$ cat config.mk
export PLATFORM = sky130hd
export DESIGN_NAME = fetch_controller
export DESIGN_NICKNAME = d
export VERILOG_FILES = /design/src/rtl/fetch_controller_pkg.sv /design/src/rtl/dffar.sv /design/src/rtl/dffare.sv /design/src/rtl/fetch_controller.sv
export SDC_FILE = /design/constraint.sdc
export NUM_CORES = 1
export LEC_CHECK = 0
export CORE_ASPECT_RATIO = 1.4
export CORE_MARGIN = 2
export CORE_UTILIZATION = 56
export DETAILED_ROUTE_END_ITERATION = 7
export GPL_TIMING_DRIVEN = 1
export HOLD_SLACK_MARGIN = 0.12
export PLACE_DENSITY = 0.86
export SLEW_MARGIN = 20
export SYNTH_ARGS = -nofsm -noshare
export SYNTH_HDL_FRONTEND = slang
export SYNTH_SLANG_ARGS = --single-unit
$ cat constraint.sdc
create_clock -name clk -period 6.4 [get_ports clk]
set_input_delay 0.64 -clock clk [delete_from_list [all_inputs] [get_ports clk]]
set_output_delay 0.64 -clock clk [all_outputs]
set_load 0.02 [all_outputs]
$ cat src/rtl/fetch_controller_pkg.sv
// Shared definitions for the instruction fetch controller: FSM encoding,
// timeout default and a saturating counter helper.
package fetch_controller_pkg;

  typedef enum logic [1:0] {
    IDLE = 2'd0,
    WAIT = 2'd1,
    HOLD = 2'd2,
    DROP = 2'd3
  } fc_state_e;

  localparam int TIMEOUT_DEF = 255;
  localparam int TMO_W       = 8;

  function automatic logic [15:0] sat_inc16(input logic [15:0] v);
    return (v == 16'hFFFF) ? v : v + 16'd1;
  endfunction

endpackage

$ cat src/rtl/dffar.sv
// Flop with asynchronous active-high reset to zero.
module dffar #(
  parameter int W = 1
) (
  input  logic         clk,
  input  logic         rst,
  input  logic [W-1:0] d_i,
  output logic [W-1:0] q_o
);

  always_ff @(posedge clk or posedge rst) begin
    if (rst) q_o <= '0;
    else     q_o <= d_i;
  end

endmodule

$ cat src/rtl/dffare.sv
// Flop with load enable and asynchronous active-high reset to zero.
module dffare #(
  parameter int W = 1
) (
  input  logic         clk,
  input  logic         rst,
  input  logic         en_i,
  input  logic [W-1:0] d_i,
  output logic [W-1:0] q_o
);

  always_ff @(posedge clk or posedge rst) begin
    if (rst)       q_o <= '0;
    else if (en_i) q_o <= d_i;
  end

endmodule

$ cat src/rtl/fetch_controller.sv
// IF-stage fetch controller: one outstanding memory fetch, IF/ID register,
// stall holding buffer, redirect squash, timeout flag and wait-cycle counter.
module fetch_controller
  import fetch_controller_pkg::*;
#(
  parameter int TIMEOUT = TIMEOUT_DEF
) (
  input  logic        clk,
  input  logic        rst,
  input  logic        stall_id,
  input  logic        redirect,
  input  logic        imem_ack,
  input  logic [31:0] imem_rdata,
  output logic        imem_start,
  output logic        pc_en,
  output logic [31:0] instr_if,
  output logic        instr_valid,
  output logic        imem_err,
  output logic [15:0] stall_cnt
);

  localparam logic [TMO_W-1:0] TMO_LIM = TMO_W'(TIMEOUT);

  logic [1:0]       state_r;
  fc_state_e        state_q, state_d;
  logic             first_q, first_d;
  logic             ack_eff, waiting;
  logic             instr_en, buf_en;
  logic [31:0]      instr_d, buf_q;
  logic             valid_d, err_d;
  logic [15:0]      scnt_d;
  logic [TMO_W-1:0] tmo_q, tmo_d;

  assign state_q = fc_state_e'(state_r);
  // An ack coinciding with the start pulse is a protocol violation and ignored.
  assign ack_eff = imem_ack & ~first_q;

  dffar  #(.W(2))     u_state (.clk, .rst, .d_i(state_d), .q_o(state_r));
  dffar  #(.W(1))     u_first (.clk, .rst, .d_i(first_d), .q_o(first_q));
  dffare #(.W(32))    u_instr (.clk, .rst, .en_i(instr_en), .d_i(instr_d), .q_o(instr_if));
  dffare #(.W(32))    u_buf   (.clk, .rst, .en_i(buf_en), .d_i(imem_rdata), .q_o(buf_q));
  dffar  #(.W(1))     u_valid (.clk, .rst, .d_i(valid_d), .q_o(instr_valid));
  dffar  #(.W(1))     u_err   (.clk, .rst, .d_i(err_d), .q_o(imem_err));
  dffar  #(.W(16))    u_scnt  (.clk, .rst, .d_i(scnt_d), .q_o(stall_cnt));
  dffar  #(.W(TMO_W)) u_tmo   (.clk, .rst, .d_i(tmo_d), .q_o(tmo_q));

  always_comb begin
    state_d = state_q;
    case (state_q)
      IDLE: state_d = WAIT;
      WAIT: begin
        if (redirect)     state_d = ack_eff ? WAIT : DROP;
        else if (ack_eff) state_d = stall_id ? HOLD : WAIT;
      end
      HOLD: if (redirect || !stall_id) state_d = WAIT;
      DROP: if (ack_eff) state_d = WAIT;
      default: state_d = IDLE;
    endcase
    // A WAIT visit is new unless we simply keep waiting on the same fetch.
    first_d = (state_d == WAIT) && !(state_q == WAIT && !ack_eff);
  end

  always_comb begin
    imem_start = first_q;
    pc_en      = 1'b0;
    instr_en   = 1'b0;
    instr_d    = imem_rdata;
    buf_en     = 1'b0;
    valid_d    = instr_valid;
    case (state_q)
      WAIT: begin
        if (redirect) begin
          pc_en   = 1'b1;
          valid_d = 1'b0;
        end else if (ack_eff && !stall_id) begin
          pc_en    = 1'b1;
          instr_en = 1'b1;
          valid_d  = 1'b1;
        end else if (ack_eff) begin
          buf_en = 1'b1;
        end
      end
      HOLD: begin
        if (redirect) begin
          pc_en   = 1'b1;
          valid_d = 1'b0;
        end else if (!stall_id) begin
          pc_en    = 1'b1;
          instr_en = 1'b1;
          instr_d  = buf_q;
          valid_d  = 1'b1;
        end
      end
      DROP: begin
        if (redirect) begin
          pc_en   = 1'b1;
          valid_d = 1'b0;
        end
      end
      default: ;
    endcase

    waiting = (state_q == WAIT || state_q == DROP) && !ack_eff;
    scnt_d  = waiting ? sat_inc16(stall_cnt) : stall_cnt;
    // The start cycle itself is the first waiting cycle of the new fetch,
    // so TIMEOUT waiting cycles bring the counter exactly to TIMEOUT.
    if (first_q)                         tmo_d = TMO_W'(1);
    else if (waiting && tmo_q != '1)     tmo_d = tmo_q + TMO_W'(1);
    else                                 tmo_d = tmo_q;
    err_d = imem_err | (waiting && tmo_d == TMO_LIM);
  end

endmodule
Word level (Yosys, flattened, before mapping)
Cells that the tools add are included.
Word-level totals
  input bits: 37
  output and inout port bits: 52
  bits in registers: 93
Operators by class
  multiplexer cells: 31
  add/subtract/negate cells: 2
  bitwise operators: 4
  eq/ne operators: 10
  reduce and logical (&&, ||, !) cells: 15
Operators with widths (number)
  32-bit 2-to-1 mux: 3
  16-bit by 1-bit adder with 16-bit output, second input constant: 1
  16-bit == test, second input constant: 1
  1-bit 2-to-1 mux: 16
  8-bit 2-to-1 mux: 2
  2-bit 2-to-1 mux: 6
  8-bit by 1-bit adder with 8-bit output, second input constant: 1
  8-bit == test, second input constant: 1
  8-bit inequality test, second input constant: 1
  2-bit one-hot mux with 4 select lines: 1
  1-bit logical AND: 6
  1-bit one-hot mux with 3 select lines: 2
  2-bit by 1-bit == test with 1-bit output, second input constant: 2
  2-bit == test, second input constant: 2
  4-bit AND reduction: 1
  1-bit logical NOT: 3
  3-bit by 2-bit inequality test with 1-bit output, second input constant: 1
  3-bit inequality test, second input constant: 1
  3-bit nonzero test: 1
  2-bit logical NOT: 1
  1-bit logical OR: 2
  2-bit inequality test, second input constant: 1
  1-bit NOT: 2
  1-bit one-hot mux with 2 select lines: 1
  3 further kinds: 3

Depth between registers and ports, before layout
Gate-level depths: netlist of the first run.
  word-level depth: 10
  gate-level depth with buffers: 8
  depth with buffers taken out: 7

Hierarchy
A second synthesis of the first run with hierarchy kept.
Unflattened totals
  cell total of the unflattened synthesis: 345
  area, all modules: 4707.0 sq um
By module, submodules not included
  dffare: seq. area each 800.8 sq um, cells each 69, times used 2, area an instance 1348.8 sq um
  fetch_controller: seq. area each 0.0 sq um, cells each 172, times used 1, area an instance 1261.2 sq um
  dffar (u_scnt): seq. area each 400.4 sq um, cells each 17, times used 1, area an instance 404.1 sq um
  dffar (u_tmo): seq. area each 200.2 sq um, cells each 9, times used 1, area an instance 203.9 sq um
  dffar (u_err ...): seq. area each 25.0 sq um, cells each 2, times used 3, area an instance 28.8 sq um
  dffar (u_state): seq. area each 50.0 sq um, cells each 3, times used 1, area an instance 53.8 sq um

Least setup slack after synthesis of the first run
No wires, ideal clock.
  kind: in2out
  from: input port imem_ack
  to: output port pc_en
  arrival: 1.500 ns
  required time: 5.760 ns
  path buffers: 0
  cell stages on the path: 5
  path slack: 4.260 ns
  path through: nor2b_4 > nor2_1 > nor2_1 > a21oi_1 > nor3_1
On the way
  word-level cells in the longest chain between the ends: 5
Ends and longest elaborated chain
  start, declared: RTL line fetch_controller.sv:12  | input logic imem_ack,
  1-bit AND: RTL line fetch_controller.sv:36  | assign ack_eff = imem_ack & ~first_q;
  1-bit logical AND: RTL line fetch_controller.sv:75  | end else if (ack_eff && !stall_id) begin
  1-bit 2-to-1 mux: RTL line fetch_controller.sv:75
  1-bit 2-to-1 mux: RTL line fetch_controller.sv:72  | if (redirect) begin
  1-bit one-hot mux with 3 select lines: RTL line fetch_controller.sv:70  | case (state_q)
  end, declared: RTL line fetch_controller.sv:15  | output logic pc_en,
No other way between the ends.

Final worst setup path of the first run
Same ends and word-level chain as after synthesis.

==> impl_metrics.toml, run 1 <==
[setup_path]
cp.required_ps = 5760
path_class = "input pin to output port"
cp.arrival_ps = 2560
cp_slowest_stage_delay_ps = 650
startpoint_type = "input pin"
end_kind = "output port"
cp_slowest_cell = "clkdlybuf4s50_1"
path_cells = "clkdlybuf4s50_1 -> nor2b_4 -> nor2_1 -> nor2_1 -> a21oi_1 -> nor3_1 -> clkdlybuf4s50_1"
crit_fanout = 7

[synthesis]
ys_ff_latch = 93
synth.net_count = 413
synth_top_family_by_area = "multiplexers"
muxShareOfSynthArea = 0.161
synthXorXnorAreaFrac = 0.0357
seq_area_frac_synth = 0.528
synth-compound-area-share = 0.0978
synth_edf_count = 0
yosysWarnings = 0
avgSynthCellArea_um2 = 12.0
synth_area_mm2 = 0.00441
synthAdderAreaFrac = 0.0227
synth-simple-area-share = 0.120
synth_async_sr_flop_share = 1.00
synth.distinct_cells = 43
synth_flop_cell = "dfrtp_1"
synth_cells = 368

[placed_design]
post-dp-hpwl_mm = 6.13
dp_slack_ps = 3220
routabilityCongestion = 0.810
portBuffers = 88

[route]
drc_errors = 0
vias = 3118
drt_first_pass_iters = 4
wl_mm = 8.74
drtAntennaViolNets = 0
detail_route.iter0.violations = 160
wl_per_cell_um = 15.7
via_per_inst = 5.59

[global_route]
antenna_found_initial = 0
grt_max_degree = 65
grt_first_pass_wirelength_mm = 14.5
grt_pass1_vias = 3121
grt.total_usage = 0.216
grt-ovfl-total = 0

[pwr]
power_density_mw_per_mm2 = 410
fin_total_pwr_mw = 2.25
power.leakage_nw = 2.31
ir_drop_uv = 269

[sta]
fin_skew_ps = 6.04
rsz0062_at_grt = "false"
hold_viol = 0
hold_ws_ps = 484
period_minus_slack_ps = 3200
tightest_slew_ps = 833
final.period_utilization = 0.500
finalSetupViolations = 0
setup_ws_ps = 3200
maxSlewViolCount = 0
relSlewSlack = 0.445
setup_tns_ps = 0
fmax_mhz = 313

[hold_path]
hold_path.class = "flip-flop to flip-flop"

[clock_network]
htreeDepth = 3
cts_resized = 0
postCtsHoldBufs = 0
clkSlewWorstSetupHoldPaths_ps = 80
cts_max_path_buffers = 2
clock_latency_ps = 350
cts.sinks = 93
cts_buffers = 9
cts_setup_buffers = 0
tritoncts = "done"
cts-root-buf = "clkbuf_8"

[layout]
num-fill-cells = 575
fin_nets = 498
register_area_mm2 = 0.00233
post-route-util = 0.714
drive_above_1_share = 0.194
synthToLayoutAreaGrowth_pct = 24.6
multi_input_area_mm2 = 0.00194
insertedDiodeCount = 0

[flow_run]
drv_cap = 0

[floorplanning]
ios = 89
coreArea_mm2 = 0.00770
rows = 38
die_w_um = 79.0
die_y_um = 109
die_area_mm2 = 0.00861
start_util = 0.573

[outcome]
status = "complete, no violations"
-- Yosys cell counts (2+ instances only) --
master | number | share of area
a311oi_1 | 2 | 0.0040
inv_1 | 6 | 0.0051
nor2_1 | 13 | 0.011
buf_2 | 6 | 0.0068
xor2_1 | 7 | 0.014
mux2_2 | 33 | 0.084
and3_1 | 5 | 0.0071
o21ai_1 | 2 | 0.0023
and4_1 | 4 | 0.0079
dfrtp_1 | 93 | 0.53
nor4_1 | 3 | 0.0043
clkbuf_1 | 3 | 0.0026
nand4_1 | 8 | 0.011
xnor2_1 | 11 | 0.022
nand3_1 | 7 | 0.0079
o21ba_2 | 2 | 0.0045
o21ai_0 | 8 | 0.0091
o21ai_2 | 28 | 0.056
nand2b_1 | 2 | 0.0028
ha_1 | 8 | 0.023
o22ai_1 | 2 | 0.0028
a21oi_1 | 8 | 0.0091
mux2i_1 | 34 | 0.077
nand2_1 | 41 | 0.035
and4b_1 | 2 | 0.0045
nor3_1 | 6 | 0.0068
buf_6 | 8 | 0.020
-- final cells by class --
| class | instances | share of cell area |
|---|---|---|
| Timing Repair Buffer | 91 | 0.164 |
| Multi-Input combinational cell | 252 | 0.353 |
| Clock buffer | 12 | 0.0282 |
| Sequential cell | 93 | 0.423 |
| Inverter | 6 | 0.00433 |
| Tap cell | 100 | 0.0228 |
| Clock inverter | 4 | 0.00410 |
-- cell families after synthesis --
family | count (synthesis)
AOI/OAI and AO/OA | 57
DFF | 93
xor gates and xnor gates | 18
buffers and inverters | 23
muxes | 67
and+or+nand+nor | 102
adders and majority gates | 8
-- placed cells by master (no fill, tap or decap), types with 11 or more instances in the layout --
cell / netlist / layout
clkbuf_8: 0 / 11
mux2i_1: 34 / 34
nand2_1: 41 / 41
xnor2_1: 11 / 11
clkdlybuf4s50_1: 0 / 88
nor2_1: 13 / 13
o21ai_2: 28 / 28
dfrtp_1: 93 / 93
mux2_2: 33 / 33
-- registers in the layout, summed over array words and instances, names as in the netlist --
register     count
u_state.q_o      2
u_instr.q_o     32
u_first.q_o      1
u_tmo.q_o        8
u_scnt.q_o      16
u_buf.q_o       32
u_err.q_o        1
u_valid.q_o      1
-- layer usage --
layer  vias to the layer above  wire length [um]  track usage
li1                       1482                 -            -
met1                      1535              3580        0.260
met2                        88              4480        0.364
met3                        13               528       0.0671
met4                         0               151       0.0788
met5                         -                 0            0
-- metrics by stage --
| step | std cells | area (um^2) |
|---|---|---|
| 2_1_floorplan | 368 | 4410 |
| 3_3_place_gp | 542 | 5320 |
| 3_5_place_dp | 542 | 5320 |
| 4_1_cts | 558 | 5500 |
| 5_1_grt | 558 | 5500 |
| 6_report | 558 | 5500 |
-- where the power goes --
part           switching (mW)  total, mW  internal [mW]
clock                   0.193      0.354          0.161
combinational           0.462      0.921          0.459
sequential              0.161      0.981          0.819
-- critical path, delay by kind of cell --
kind,cells,cell delay (ps)
AOI/OAI and AO/OA,1,90
buffers and inverters,2,1170
and+or+nand+nor,4,660
-- path summary, 6_finish.rpt --
kind / startpoint / to / slack (ps) / cells past startpoint
min in group asynchronous: rst / u_scnt.q_o[4] / 660 / 2
min reg2reg: u_instr.q_o[13] / u_instr.q_o[13] / 480 / 2
max reg2reg: u_state.q_o[1] / u_buf.q_o[12] / 3920 / 5
max: imem_ack / pc_en / 3200 / 7
min: u_instr.q_o[13] / u_instr.q_o[13] / 480 / 2
max in group asynchronous: rst / u_buf.q_o[22] / 4620 / 3
Note: power is estimated with default switching activity, not from simulation.
==> run 2, diff against run 1 <==
--- a/config.mk
+++ b/config.mk
@@ -7,11 +7,11 @@
 export LEC_CHECK = 0
 export CORE_ASPECT_RATIO = 1.4
 export CORE_MARGIN = 2
-export CORE_UTILIZATION = 56
+export CORE_UTILIZATION = 52
 export DETAILED_ROUTE_END_ITERATION = 7
 export GPL_TIMING_DRIVEN = 1
 export HOLD_SLACK_MARGIN = 0.12
-export PLACE_DENSITY = 0.86
+export PLACE_DENSITY = 0.81
 export SLEW_MARGIN = 20
 export SYNTH_ARGS = -nofsm -noshare
 export SYNTH_HDL_FRONTEND = slang
==> constraint.sdc (replaced) <==
create_clock -name clk -period 3.2 [get_ports clk]
set_input_delay 0.32 -clock clk [delete_from_list [all_inputs] [get_ports clk]]
set_output_delay 0.32 -clock clk [all_outputs]
set_load 0.02 [all_outputs]
==> impl_metrics.toml, run 2 (synthesis results as in run 1) <==
[outcome]
status = "complete, no violations"

[layout]
synthToLayoutAreaGrowth_pct = 27.8
register_area_mm2 = 0.00233
num-fill-cells = 636
final_cell_mix = "dfrtp_1 (93), clkdlybuf4s50_1 (88), nand2_1 (41), mux2i_1 (34), mux2_2 (33)"
insertedDiodeCount = 0
layout_commonest_cell = "dfrtp_1"
reg_top3 = "u_buf.q_o (32), u_instr.q_o (32), u_scnt.q_o (16)"
drive_above_1_share = 0.192
fin_nets = 498
multi_input_area_mm2 = 0.00194

[setup_path]
path_cells = "inv_1 -> ha_1 -> nor2_1 -> nor2_1 -> a21oi_1 -> nor3_1 -> clkdlybuf4s50_1"
crit_fanout = 7
path_class = "flip-flop to output port"
end_kind = "output port"
critical-path-top-delay-family = "buffers and inverters"
cp_slowest_cell = "clkdlybuf4s50_1"
cp_slowest_stage_delay_ps = 630
cp_common_cell = "nor2_1"
crit_buf_inv = 2
cp.arrival_ps = 2200
startpoint_type = "flip-flop"
cp.required_ps = 2880

[clock_network]
clkSlewWorstSetupHoldPaths_ps = 60
cts_buffers = 9
cts_setup_buffers = 0
cts_resized = 0
cts-root-buf = "clkbuf_16"
postCtsHoldBufs = 0
tritoncts = "done"
cts_max_path_buffers = 2
htreeDepth = 3
clock_latency_ps = 330
cts.sinks = 93

[floorplanning]
die_y_um = 113
ios = 89
start_util = 0.538
rows = 39
die_w_um = 81.8
coreArea_mm2 = 0.00820
die_area_mm2 = 0.00925

[sta]
maxSlewViolCount = 0
relSlewSlack = 0.441
tightest_slew_ps = 838
fin_skew_ps = 5.99
fmax_mhz = 397
period_minus_slack_ps = 2520
rsz0062_at_grt = "false"
hold_viol = 0
setup_tns_ps = 0
final.period_utilization = 0.787
setup_ws_ps = 682
finalSetupViolations = 0

[flow_run]
drv_cap = 0

[global_route]
antenna_found_initial = 0
grt_pass1_vias = 3237
grt_max_degree = 94
grt_first_pass_wirelength_mm = 15.2
grt.total_usage = 0.212
grt-ovfl-total = 0

[placed_design]
routabilityCongestion = 0.807
post-dp-hpwl_mm = 6.03
portBuffers = 88
dp_slack_ps = 738

[route]
drc_errors = 0
vias = 3091
wl_per_cell_um = 15.9
drtAntennaViolNets = 0
detail_route.iter0.violations = 194
wl_mm = 8.93
via_per_inst = 5.52
drt_first_pass_iters = 4

[pwr]
ir_drop_uv = 469
power.leakage_nw = 2.37
power_density_mw_per_mm2 = 862

[hold_path]
hold_path.class = "input pin to asynchronous set/reset pin"
-- run 2: final timing paths --
path	cells past startpoint	endpoint	start	slack (ps)
setup / recovery	7	pc_en	u_state.q_o[0]	680
hold / removal	3	u_scnt.q_o[15]	rst	430
setup reg to reg	6	u_instr.q_o[21]	u_state.q_o[1]	920
hold reg to reg	2	u_instr.q_o[6]	u_instr.q_o[6]	470
max in group asynchronous	3	u_buf.q_o[6]	rst	2420
min in group clk	2	u_instr.q_o[6]	u_instr.q_o[6]	470
-- run 2: per-layer routing --
layer | share of wire | up-vias | global-route usage
met4 | 0.012 | 0 | 0.0722
met1 | 0.43 | 1498 | 0.269
li1 | - | 1489 | -
met2 | 0.51 | 95 | 0.351
met5 | 0 | - | 0
met3 | 0.055 | 9 | 0.0502
-- run 2: layout make-up --
class                   count  area share
flip-flops and latches     93       0.413
well taps                 102      0.0226
clock buffers              13      0.0462
clock inverters             3     0.00777
repair buffers             91       0.162
multi-input cells         252       0.344
inverters                   6     0.00422
-- run 2: power by group --
part           switching, mW  internal [mW]
Sequential             0.318           1.64
Clock                  0.413          0.649
Combinational          0.919          0.921
-- run 2: worst reg2reg max path, delay by kind of cell, from the launching register on --
kind                       cells  cell delay [ps]
AOI/OAI and AO/OA              2              170
adders and majority gates      1              310
buffers and inverters          1              120
DFF                            1              430
and+or+nand+nor                2             1100
-- run 2: metrics by stage --
stage	power [mW]	hold WS, ps	util	instances	cell area (um^2)
floorplan	3.09	406	-	368	4410
global placement	3.74	460	0.651	544	5330
detailed placement	3.83	464	0.651	544	5330
CTS	4.92	447	0.688	560	5640
global route	5.18	480	0.688	560	5640
finish	4.86	427	0.688	560	5640
==> run 3, diff against run 2 <==
--- a/config.mk
+++ b/config.mk
@@ -7,11 +7,11 @@
 export LEC_CHECK = 0
 export CORE_ASPECT_RATIO = 1.4
 export CORE_MARGIN = 2
-export CORE_UTILIZATION = 52
+export CORE_UTILIZATION = 47
 export DETAILED_ROUTE_END_ITERATION = 7
 export GPL_TIMING_DRIVEN = 1
 export HOLD_SLACK_MARGIN = 0.12
-export PLACE_DENSITY = 0.81
+export PLACE_DENSITY = 0.77
 export SLEW_MARGIN = 20
 export SYNTH_ARGS = -nofsm -noshare
 export SYNTH_HDL_FRONTEND = slang
==> constraint.sdc (replaced) <==
create_clock -name clk -period 2.2 [get_ports clk]
set_input_delay 0.22 -clock clk [delete_from_list [all_inputs] [get_ports clk]]
set_output_delay 0.22 -clock clk [all_outputs]
set_load 0.02 [all_outputs]
==> impl_metrics.toml, run 3 (synthesis results as in run 1) <==
[layout]
layout_commonest_cell = "dfrtp_1"
synthToLayoutAreaGrowth_pct = 29.7
fin_nets = 504
num-fill-cells = 718
insertedDiodeCount = 0
drive_above_1_share = 0.218
multi_input_area_mm2 = 0.00195
register_area_mm2 = 0.00233
reg_top3 = "u_buf.q_o (32), u_instr.q_o (32), u_scnt.q_o (16)"
final_cell_mix = "dfrtp_1 (93), clkdlybuf4s50_1 (87), nand2_1 (41), mux2i_1 (34), mux2_2 (33)"

[pwr]
ir_drop_uv = 741
p_clk_frac = 0.216
power_frac_seq = 0.398
swShare = 0.341
comb_power_share = 0.385
power.leakage_nw = 2.41
fin_total_pwr_mw = 7.11
switchingPower_mw = 2.42
power_density_mw_per_mm2 = 1240
intPower_mw = 4.68

[flow_run]
drv_cap = 0

[route]
drtAntennaViolNets = 0
drt_first_pass_iters = 7
via_per_inst = 5.33
wl_per_cell_um = 15.8
vias = 3046
drc_errors = 8
detail_route.iter0.violations = 142
wl_mm = 9.04

[setup_path]
cp_slowest_stage_delay_ps = 510
path_class = "flip-flop to flip-flop"
cp_slowest_cell = "or4b_4"
path_cells = "inv_1 -> ha_2 -> a21oi_1 -> or4b_4 -> buf_12 -> nand2_1 -> o21ai_2"
critical-path-top-delay-family = "simple AND/OR/NAND/NOR gates"
cp.required_ps = 2410
end_kind = "flip-flop"
startpoint_type = "flip-flop"
cp.arrival_ps = 2230
crit_fanout = 64
crit_buf_inv = 2

[sta]
fin_skew_ps = 6.29
tightest_slew_ps = 585
setup_tns_ps = 0
final.period_utilization = 0.920
finalSetupViolations = 0
relSlewSlack = 0.610
fmax_mhz = 494
period_minus_slack_ps = 2020
hold_viol = 0
setup_ws_ps = 177
maxSlewViolCount = 0
rsz0062_at_grt = "false"

[clock_network]
clkSlewWorstSetupHoldPaths_ps = 60
postCtsHoldBufs = 0
cts_setup_buffers = 0
tritoncts = "done"
cts_max_path_buffers = 2
cts_buffers = 9
htreeDepth = 3
cts-root-buf = "clkbuf_16"
clock_latency_ps = 330
cts.sinks = 93

[floorplanning]
die_y_um = 119
ios = 89
rows = 41
coreArea_mm2 = 0.00908
die_w_um = 85.9
die_area_mm2 = 0.0102
start_util = 0.486

[global_route]
antenna_found_initial = 0
grt_pass1_vias = 3235
use_met3 = 0.0482
use_met1 = 0.224
grt_util_met2 = 0.320
grt_max_degree = 65
grt-ovfl-total = 0
grt_first_pass_wirelength_mm = 15.2
grt_busiest_layer = "met2"
grt.total_usage = 0.186

[outcome]
violations = "DRC"
status = "complete, but fails checks"

[placed_design]
post-dp-hpwl_mm = 6.27
dp_slack_ps = 73.0
portBuffers = 88
routabilityCongestion = 0.850

[hold_path]
hold_path.class = "input pin to asynchronous set/reset pin"
## run 3: area by class of cell
class,instances,share of cell area
Timing Repair Buffer,97,0.171
Sequential cell,93,0.407
Inverter,6,0.00459
Clock buffer,14,0.0514
Tap cell,107,0.0234
Multi-Input combinational cell,252,0.340
Clock inverter,2,0.00240
## run 3: final timing paths
path | start | endpoint | slack [ps] | depth (start not counted)
hold / removal | rst | u_instr.q_o[22] | 430 | 3
max in group asynchronous | rst | u_instr.q_o[0] | 1370 | 3
min in group clk | u_instr.q_o[26] | u_instr.q_o[26] | 480 | 2
setup / recovery | u_state.q_o[1] | u_instr.q_o[19] | 180 | 7
setup reg to reg | u_state.q_o[1] | u_instr.q_o[19] | 180 | 7
hold reg to reg | u_instr.q_o[26] | u_instr.q_o[26] | 480 | 2
## run 3: worst min-delay path, cell delays in order
cell and delay [ps]:
clkdlybuf4s50_1 440, clkinvlp_4 80, buf_4 480
## run 3: through the flow
stage / hold WS, ps / cells / util / cell area [um^2]
after global placement: 459 / 555 / 0.596 / 5410
after detailed placement: 454 / 555 / 0.596 / 5410
after global routing: 499 / 571 / 0.630 / 5720
after floorplan: 306 / 368 / - / 4420
final: 425 / 571 / 0.630 / 5720
after CTS: 439 / 571 / 0.630 / 5720
## run 3: power by group through the flow
stage,sequential (mW),clock [mW],combinational (mW)
2_1_floorplan,3.18,0,1.32
3_3_place_gp,2.82,0,2.68
3_5_place_dp,2.86,0,2.77
4_1_cts,2.84,1.58,2.77
5_1_grt,2.93,1.65,2.97
6_report,2.83,1.54,2.74
## run 3: repair_timing
item | in CTS | in global routing
setup endpoints to repair | 1 | 11
gates resized for setup | 1 | 6
cloned | 0 | 0
pin swaps | 0 | 0
## run 3: metal layers
layer | part of all wire | vias up
li1 | - | 1500
met1 | 0.42 | 1447
met2 | 0.51 | 86
met3 | 0.055 | 13
met4 | 0.013 | 0
met5 | 0 | -
